[src/rtl/fetch_queue_pkg.sv]
// Shared pipeline definitions for the instruction-fetch stage: widths, the NOP
// encoding shown to decode when nothing is valid, and the fetch ring entry.
package fetch_queue_pkg;

   localparam int XLEN = 32;
   localparam logic [XLEN-1:0] NOP_INST = 32'h0000_0013;

   typedef struct packed {
      logic [XLEN-1:0] pc;
      logic [XLEN-1:0] inst;
      logic            done;
   } fetch_entry_t;

endpackage

[src/rtl/fetch_queue.sv]
// In-order instruction fetch queue: issues PCs to imem over req/gnt, buffers up to
// DEPTH in-flight/returned fetches in a ring, and drops stale responses after a flush.
module fetch_queue
   import fetch_queue_pkg::*;
#(
   parameter int DEPTH = 4,
   parameter int XLEN  = fetch_queue_pkg::XLEN
) (
   input  logic            clk,
   input  logic            rst,
   input  logic [XLEN-1:0] pc_i,
   input  logic            pc_valid_i,
   output logic            pc_stall_o,
   input  logic            flush_i,
   output logic            imem_req_o,
   output logic [XLEN-1:0] imem_addr_o,
   input  logic            imem_gnt_i,
   input  logic            imem_rvalid_i,
   input  logic [XLEN-1:0] imem_rdata_i,
   output logic            if_valid_o,
   output logic [XLEN-1:0] if_pc_o,
   output logic [XLEN-1:0] if_inst_o,
   input  logic            id_ready_i
);

   localparam int AW = $clog2(DEPTH);
   localparam int CW = AW + 1;

   fetch_entry_t  ring [DEPTH];
   logic [AW-1:0] wp, fp, rp;
   logic [AW-1:0] gap;
   logic [CW-1:0] count, drop_cnt, unfilled;
   logic          alloc, pop;

   // rst gates the request so nothing leaks to imem while reset is held
   assign imem_req_o  = rst & pc_valid_i & ~flush_i & (count < CW'(DEPTH)) & (drop_cnt == '0);
   assign imem_addr_o = pc_i;
   assign alloc       = imem_req_o & imem_gnt_i;
   assign pc_stall_o  = ~rst | (pc_valid_i & ~alloc);

   assign if_valid_o  = (count != '0) & ring[rp].done;
   assign pop         = if_valid_o & id_ready_i;
   assign if_pc_o     = if_valid_o ? ring[rp].pc   : '0;
   assign if_inst_o   = if_valid_o ? ring[rp].inst : NOP_INST;

   // wp==fp is ambiguous when full: all-unfilled vs. all-filled, told apart by done
   assign gap = wp - fp;
   always_comb begin
      unfilled = {1'b0, gap};
      if ((gap == '0) && (count == CW'(DEPTH)) && !ring[fp].done)
         unfilled = CW'(DEPTH);
   end

   always_ff @(posedge clk or negedge rst) begin
      if (!rst) begin
         wp       <= '0;
         fp       <= '0;
         rp       <= '0;
         count    <= '0;
         drop_cnt <= '0;
         for (int i = 0; i < DEPTH; i++) ring[i] <= '0;
      end else if (flush_i) begin
         fp       <= wp;
         rp       <= wp;
         count    <= '0;
         // any rvalid this cycle consumes one owed response, dropped or not
         drop_cnt <= drop_cnt + unfilled - {{AW{1'b0}}, imem_rvalid_i};
         for (int i = 0; i < DEPTH; i++) ring[i].done <= 1'b0;
      end else begin
         if (alloc) begin
            ring[wp].pc   <= pc_i;
            ring[wp].done <= 1'b0;
            wp            <= wp + AW'(1);
         end
         if (imem_rvalid_i) begin
            if (drop_cnt != '0) begin
               drop_cnt <= drop_cnt - CW'(1);
            end else begin
               ring[fp].inst <= imem_rdata_i;
               ring[fp].done <= 1'b1;
               fp            <= fp + AW'(1);
            end
         end
         if (pop) begin
            ring[rp].done <= 1'b0;
            rp            <= rp + AW'(1);
         end
         count <= count + CW'(alloc) - CW'(pop);
      end
   end

endmodule

[config.mk]
export PLATFORM = sky130hd
export DESIGN_NAME = fetch_queue
export DESIGN_NICKNAME = d
export VERILOG_FILES = /design/src/rtl/fetch_queue_pkg.sv /design/src/rtl/fetch_queue.sv
export SDC_FILE = /design/constraint.sdc
export NUM_CORES = 1
export LEC_CHECK = 0
export CORE_MARGIN = 10
export CORE_UTILIZATION = 61
export DETAILED_ROUTE_END_ITERATION = 8
export GPL_TIMING_DRIVEN = 0
export HOLD_SLACK_MARGIN = 0.08
export PLACE_DENSITY = 0.87
export REMOVE_ABC_BUFFERS = 1
export SLEW_MARGIN = 15
export SYNTH_ARGS = -nofsm -noshare
export SYNTH_HDL_FRONTEND = slang
export SYNTH_SLANG_ARGS = --single-unit
[constraint.sdc]
create_clock -name clk -period 5.8 [get_ports clk]
set_clock_uncertainty 0.2 [all_clocks]
set_input_delay 1.16 -clock clk [delete_from_list [all_inputs] [get_ports clk]]
set_output_delay 1.16 -clock clk [all_outputs]
set_load 0.02 [all_outputs]
==> results of run 1 <==
## layout by cell type, fill, tap and decap left out, types with 5 or more instances in the layout
cell,netlist,layout
mux2_4,120,120
buf_16,0,5
ha_1,20,20
inv_1,15,15
mux2_1,6,6
clkinv_2,0,5
dfrtp_1,272,270
clkbuf_1,8,7
nand2b_1,5,5
clkdlybuf4s50_1,0,168
clkbuf_8,0,6
mux4_2,66,66
mux2_2,133,133
nor2b_1,63,63
clkbuf_16,0,27
## layout make-up
cell class,count,area share (%)
clock buffers,40,4.84
multi-input cells,476,37.8
flip-flops and latches,272,42.0
inverters,16,0.370
repair buffers,182,12.1
clock inverters,9,0.764
well taps,280,2.16
## power by group
part	switching, W	internal, W	total [W]
sequential	0.000300	0.00227	0.00257
combinational	0.000470	0.000966	0.00144
clock	0.000723	0.00107	0.00179
## worst register-to-register path, delay by kind of cell, from the launching register on
kind	cells	cell delay, ps
XOR/XNOR	1	170
AND/OR/NAND/NOR	3	1360
buffers and inverters	3	240
flip-flops	1	380
adder cells (fa/ha/maj)	4	1180
## worst min path at each step
stage | start | endpoint | slack [ps] | depth (start not counted)
6_report | flip-flop | flip-flop | 290 | 1
5_1_grt | flip-flop | flip-flop | 310 | 1
4_1_cts | flip-flop | flip-flop | 290 | 1
3_5_place_dp | flip-flop | flip-flop | 280 | 1
3_3_place_gp | flip-flop | flip-flop | 270 | 1
2_1_floorplan | flip-flop | flip-flop | 250 | 1
## metal layers
layer  vias up  GRT usage (%)
met1      4026           26.5
met2       201           34.4
met4         2           4.73
met5         -              0
li1       3302              -
met3        47           4.91
## stage by stage
stage | setup slack (ps) | instances
3_5_place_dp | 653 | 1226
6_report | 675 | 1275
2_1_floorplan | -705 | 764
4_1_cts | 630 | 1275
3_3_place_gp | -9100 | 1213
5_1_grt | 506 | 1275
## cells by family after synthesis
group           Yosys count  share of synthesized area, %
mux                     327                          35.7
simple gates             99                          5.03
buf+inv                 105                          5.35
compound gates           22                          1.26
fa+ha+maj                22                          2.13
xor+xnor                  6                         0.606
flops                   272                          49.9
==> key figures, run 1 <==
Status
  • Status: finished, final reports clean

Global routing
  • Initial antenna violation count: 1
  • First-pass GRT wire length: 48000 µm
  • Vias in the first global route: between 8000 and 9000
  • Total congestion overflow: 0
  • Largest net degree at the start of global routing: 100
  • Gr usage total: 20.5%

STA
  • Fin crit share: 88.4%
  • Least-Margin Pin Slew: between 1000 and 1500 ps
  • Worst hold slack: between 200 and 300 ps
  • Max Transition Viols Final: 0
  • Relative slew slack: 23.8%
  • F_max: around 200 MHz
  • Fin crit period: around 5100 ps
  • Hold Violations, Final: 0
  • Unrepaired setup endpoints after global routing: no
  • Final setup violation count: 0
  • Total negative setup slack: 0 ps

Critical path
  • Worst r2r dst: count[2]
  • R2R depth: 11
  • Crit path launch type: input port
  • Slowest-stage cell, CP: and4bb_1
  • Worst Setup End Kind: primary output
  • WP depth: 5
  • R2R Setup Slk: about 2100 ps
  • Crit Path Class: in -> out
  • Crit. Startpoint: flush_i
  • Arr. time, crit path: around 3800 ps
  • Most used cell, CP: clkdlybuf4s50_1
  • Worst r2r src: drop_cnt[0]
  • Crit-path max cell delay: approximately 760 ps
  • Crit-path max FO: 15
  • WP data required: approximately 4400 ps
  • Worst-path cell chain: clkdlybuf4s50_1 -> and4bb_1 -> nand3_1 -> a21bo_2 -> clkdlybuf4s50_1
  • Setup crit end: pc_stall_o
  • Bufs and invs on worst path: 2
  • CP delay by family, top: buffers and inverters

Logic synthesis
  • Area leader, netlist: dfrtp_1
  • Count of cell types in the netlist: 44
  • Sequential fraction of the synthesis area: between 40% and 50%
  • Commonest register cell after synthesis: dfrtp_1
  • Top cell type's share of synthesized area: 49.9%
  • Post-synthesis async set-or-reset flop share: 100%
  • Synth Warn #: 0
  • EDFF count, synth: 0
  • Avg Cell Area, Syn: roughly 16 µm²
  • Largest cells by area after synthesis: dfrtp_1 50%, mux2_4 13%, mux2_2 11%, mux4_2 11%, nor2b_1 2.9%
  • Yosys reg bits: roughly 270
  • Syn Std Cell Area: 13600 µm²
  • Most common cell in the netlist: dfrtp_1
  • Syn Inst Count: 853
  • Top cells by count, synth: 272 x dfrtp_1, 133 x mux2_2, 120 x mux2_4, 66 x mux4_2, 63 x nor2b_1

Detailed routing
  • Detail Route met2 WL: 14400 µm
  • Initial DRC Count: 468
  • Via count: around 7600
  • Final wirelength: 29100 µm
  • Wire per inst: 22.9 µm
  • DRC violation count after routing: 0
  • Detailed Routing Iterations Pass 1: 4
  • Via density: slightly below 6
  • Remaining antenna violation count: 0
  • Met3 WL: between 1500 and 2000 µm
  • Top sig layer: met5
  • M1 WL: about 12000 µm

Final layout
  • Fraction of layout cells with a size suffix above 1: approximately 39%
  • Register Area: 6810 µm²
  • ANT cells: 0
  • Final Util: approximately 74%
  • # fillers: 1357
  • Design area: ~16000 µm²
  • Multi-input logic area: between 6000 and 7000 µm²
  • Layout area overhead: 18.9%
  • Nets@finish: between 1000 and 1500

Floorplan
  • DIE HEIGHT: 170 µm
  • Die footprint: 28700 µm²
  • Top Ports: 170
  • Die span in x: 170 µm
  • Core ar.: 21900 µm²
  • Initial Utilization: 62.3%
  • Row count: 54

Power and ir drop
  • PwrDens: between 300 and 400 nW/µm²
  • Pwr Total: 0.00580 W
  • VDD IR-drop max: ~0.22 mV
  • P_leak: 7.64 nW

Clock network
  • Number of H-tree levels: 1
  • Clk sink count: 272
  • CTS Buffer Depth: 3
  • CTS Buf Count: 27
  • Worst-path clk slew: approximately 60 ps
  • Post-CTS sizing: 0
  • Setup bufs post-CTS: 0
  • Insertion delay to the later sink of the worst-skew pair: around 530 ps
  • Post-CTS Hold Buffers: 0
  • CTS tree: yes
  • Root Buffer: clkbuf_16

Flow run
  • MaxCap Viol Count: 0

Placed design
  • Area post-placement: around 15000 µm²
  • Dpl hpwl: 18800 µm
  • IO Port Bufs: between 150 and 200
  • RePlAce Congestion: approximately 0.74

Min path
  • Hold crit path type: reg -> reg
No activity file was read; power rests on OpenSTA's default activity.
==> inputs of run 2 (changes only) <==
CELL_PAD_IN_SITES_DETAIL_PLACEMENT = 1   (was unset)
CELL_PAD_IN_SITES_GLOBAL_PLACEMENT = 1   (was unset)
CORE_MARGIN = unset   (was 10)
CORE_UTILIZATION = 51   (was 61)
PLACE_DENSITY = unset   (was 0.87)
PLACE_DENSITY_LB_ADDON = 0.1   (was unset)
==> run 2 against run 1 <==
Effect of this change: first-iteration DRC count fell by 20%; fmax fell by 5.8%; critical path type unchanged; critical path depth rose by 1; clock power rose by 7%; worst hold slack improved by 3.1 ps; clock-buffer cell count rose by 10; the flow now finishes with violations (design-rule violations); register-to-register slack got worse by 180 ps; non-clock buffer count rose by 1; cell area rose by 1.3%; critical endpoint unchanged; setup slack got worse by 320 ps; combinational power rose by 6%; global-route usage rose by 3.7 points; largest power group unchanged.
==> key figures, run 2 (synthesis gave the netlist of run 1 again) <==
Status
  • Status: finished, violations left
  • Failing checks: design-rule violations

Clock network
  • Number of H-tree levels: 1 (unchanged)
  • Post-CTS Hold Buffers: 0 (unchanged)
  • CTS tree: yes
  • CTS Buffer Depth: 3 (unchanged)
  • Clk sink count: 272 (unchanged)
  • Root Buffer: clkbuf_16
  • CTS Buf Count: 31 (+15%)
  • Worst-path clk slew: 60 ps (about the same)
  • Post-CTS sizing: 0 (unchanged)
  • Insertion delay to the later sink of the worst-skew pair: 540 ps (about the same)
  • Setup bufs post-CTS: 0 (unchanged)

Power and ir drop
  • Combinational share of power: 25.4% (+0.6 points)
  • Pwr Total: 0.00601 W (+3.6%)
  • Switching Fraction: 26.3% (+0.53 points)
  • Int Pwr: 0.00443 W (+2.9%)
  • Sequential share of power: 42.7% (-1.7 points)
  • VDD IR-drop max: 0.259 mV (+17%)
  • NetSw: 0.00158 W (+5.8%)
  • PwrDens: 366 nW/µm² (+2.3%)
  • Clk network pwr share: 32.0% (+1.2 points)
  • P_leak: 7.71 nW (+0.87%)

Detailed routing
  • Detailed Routing Iterations Pass 1: 6 (+2)
  • DRC violation count after routing: 26 (+26)
  • Final wirelength: 31700 µm (+8.6%)
  • Via count: 7567 (-0.15%)
  • Wire per inst: 23.7 µm (+3.7%)
  • Remaining antenna violation count: 0 (unchanged)
  • Initial DRC Count: 373 (-20%)
  • Via density: 5.66 (-4.7%)

Floorplan
  • Row count: 59 (+9.3%)
  • Die span in x: 166 µm (-2.4%)
  • Core ar.: 26100 µm² (+19%)
  • DIE HEIGHT: 166 µm (-2.4%)
  • Top Ports: 170 (unchanged)
  • Initial Utilization: 52.2% (-10 points)
  • Die footprint: 27400 µm² (-4.7%)

Critical path
  • Crit-path max cell delay: 660 ps (-100 ps)
  • Slowest-stage cell, CP: and4bb_1
  • Worst Setup End Kind: primary output
  • R2R depth: 11 (unchanged)
  • Arr. time, crit path: 4080 ps (+320 ps)
  • WP depth: 6 (+1)
  • Crit Path Class: in -> out
  • Crit path launch type: input port
  • WP data required: 4440 ps (about the same)
  • Crit-path max FO: 101 (+86)
  • Worst-path cell chain: buf_8 -> buf_16 -> and4bb_1 -> nand3_1 -> a21bo_2 -> clkdlybuf4s50_1
  • CP delay by family, top: buffers and inverters
  • Bufs and invs on worst path: 3 (+1)

Placed design
  • IO Port Bufs: 169 (unchanged)
  • Area post-placement: 15400 µm² (+0.63%)
  • Dpl hpwl: 20400 µm (+8.6%)
  • RePlAce Congestion: 0.757 (+2.2%)
  • Cells after DPL: 1282 (+4.6%)

STA
  • Unrepaired setup endpoints after global routing: no
  • Least-Margin Pin Slew: 1200 ps (+59.4 ps)
  • Relative slew slack: 19.8% (-4.0 points)
  • Final setup violation count: 0 (unchanged)
  • Hold Violations, Final: 0 (unchanged)
  • Total negative setup slack: 0 ps (unchanged)
  • Fin crit period: 5440 ps (+316 ps)
  • Max Transition Viols Final: 0 (unchanged)
  • F_max: 184 MHz (-5.8%)
  • Fin crit share: 93.8% (+5.4 points)

Global routing
  • Largest net degree at the start of global routing: 102 (+2.0%)
  • Gr usage total: 24.2% (+3.7 points)
  • Total congestion overflow: 0 (unchanged)
  • Vias in the first global route: 8819 (+2.2%)
  • First-pass GRT wire length: 50600 µm (+5.3%)
  • Initial antenna violation count: 0 (-1)
  • GRT met3 Usage: 2.95% (-2.0 points)
  • M2 GR Usage: 42.2% (+7.8 points)
  • M1 GR Usage: 32.4% (+5.9 points)
  • GR peak layer: met2

Final layout
  • Most frequent cells in the layout: 270 x dfrtp_1, 168 x clkdlybuf4s50_1, 133 x mux2_2
  • Layout area overhead: 20.4%
  • Fraction of layout cells with a size suffix above 1: 39.6% (+0.36 points)
  • Nets@finish: 1073 (+0.47%)
  • Final Util: 62.8% (-11 points)
  • Commonest non-fill, non-tap cell in the layout: dfrtp_1
  • ANT cells: 0 (unchanged)
  • Final non-filler cell total: 1336 (+4.8%)
  • Design area: 16400 µm² (+1.3%)

Min path
  • Hold Path Stages: 1 (unchanged)
  • Hold crit path type: reg -> reg

Flow run
  • MaxCap Viol Count: 0 (unchanged)
==> run 2: cell types whose count changed in the layout (fill, tap and decap cells not counted), moves of 2 or more <==
| cell | delta |
|---|---|
| clkbuf_8 | +6 |
| clkbuf_16 | +4 |
| clkinv_2 | -3 |
| bufinv_16 | -2 |
==> run 2: area by class of cell <==
class	count	area, µm²
multi-input cells	476	6120
inverters	16	60.1
flip-flops and latches	272	6810
fillers	2332	9710
clock inverters	4	51.3
repair buffers	183	1990
well taps	335	419
clock buffers	50	967
==> run 2: path summary, 6_finish.rpt <==
check / start / end / slack, ps
worst max-delay path: rst / pc_stall_o / 360
worst min-delay path: flip-flop / flip-flop / 300
worst max register to register: drop_cnt[0] / count[2] / 1960
worst min register to register: flip-flop / flip-flop / 300
max in group asynchronous: rst / rp[0] / 4020
min in group asynchronous: rst / async pin / 410
==> run 2: routing by layer <==
layer / part of all wire (%) / routed length [µm] / vias up
met1: 43 / 13600 / 4075
met5: 0 / 0 / -
li1: - / - / 3304
met2: 52 / 16500 / 145
met4: 1.6 / 504 / 0
met3: 3.3 / 1030 / 43
==> run 2: power by group through the flow <==
stage                     Combinational (W)  Sequential, W  Clock, W
after CTS                           0.00155        0.00257   0.00198
after global placement              0.00134        0.00264         0
final                               0.00152        0.00257   0.00192
after floorplan                     0.00109        0.00253         0
after detailed placement            0.00153        0.00259         0
after global routing                0.00166        0.00262   0.00204
==> run 2: metrics by stage <==
stage                     setup slack, ps  hold slack [ps]
after floorplan                      -705              253
after global placement              -8350              263
after detailed placement              311              283
after CTS                             305              302
after global routing                  103              318
final                                 360              296
==> inputs of run 3 (changes only) <==
==> constraint.sdc (replaced) <==
create_clock -name clk -period 5.8 [get_ports clk]
set_clock_uncertainty 0.2 [all_clocks]
set_input_delay 0.87 -clock clk [delete_from_list [all_inputs] [get_ports clk]]
set_output_delay 0.87 -clock clk [all_outputs]
set_load 0.01 [all_outputs]
==> results of run 3 <==
Same layout as run 2 (identical final DEF). Status: finished, violations left: design-rule violations.
Main changes from that run: setup slack after placement 311 ps -> 951 ps; clock-pin slew on the worst setup and hold paths 60 ps -> 50 ps; setup slack after layout 360 ps -> 999 ps; hold slack 296 ps -> 119 ps; total power 0.00601 W -> 0.00600 W
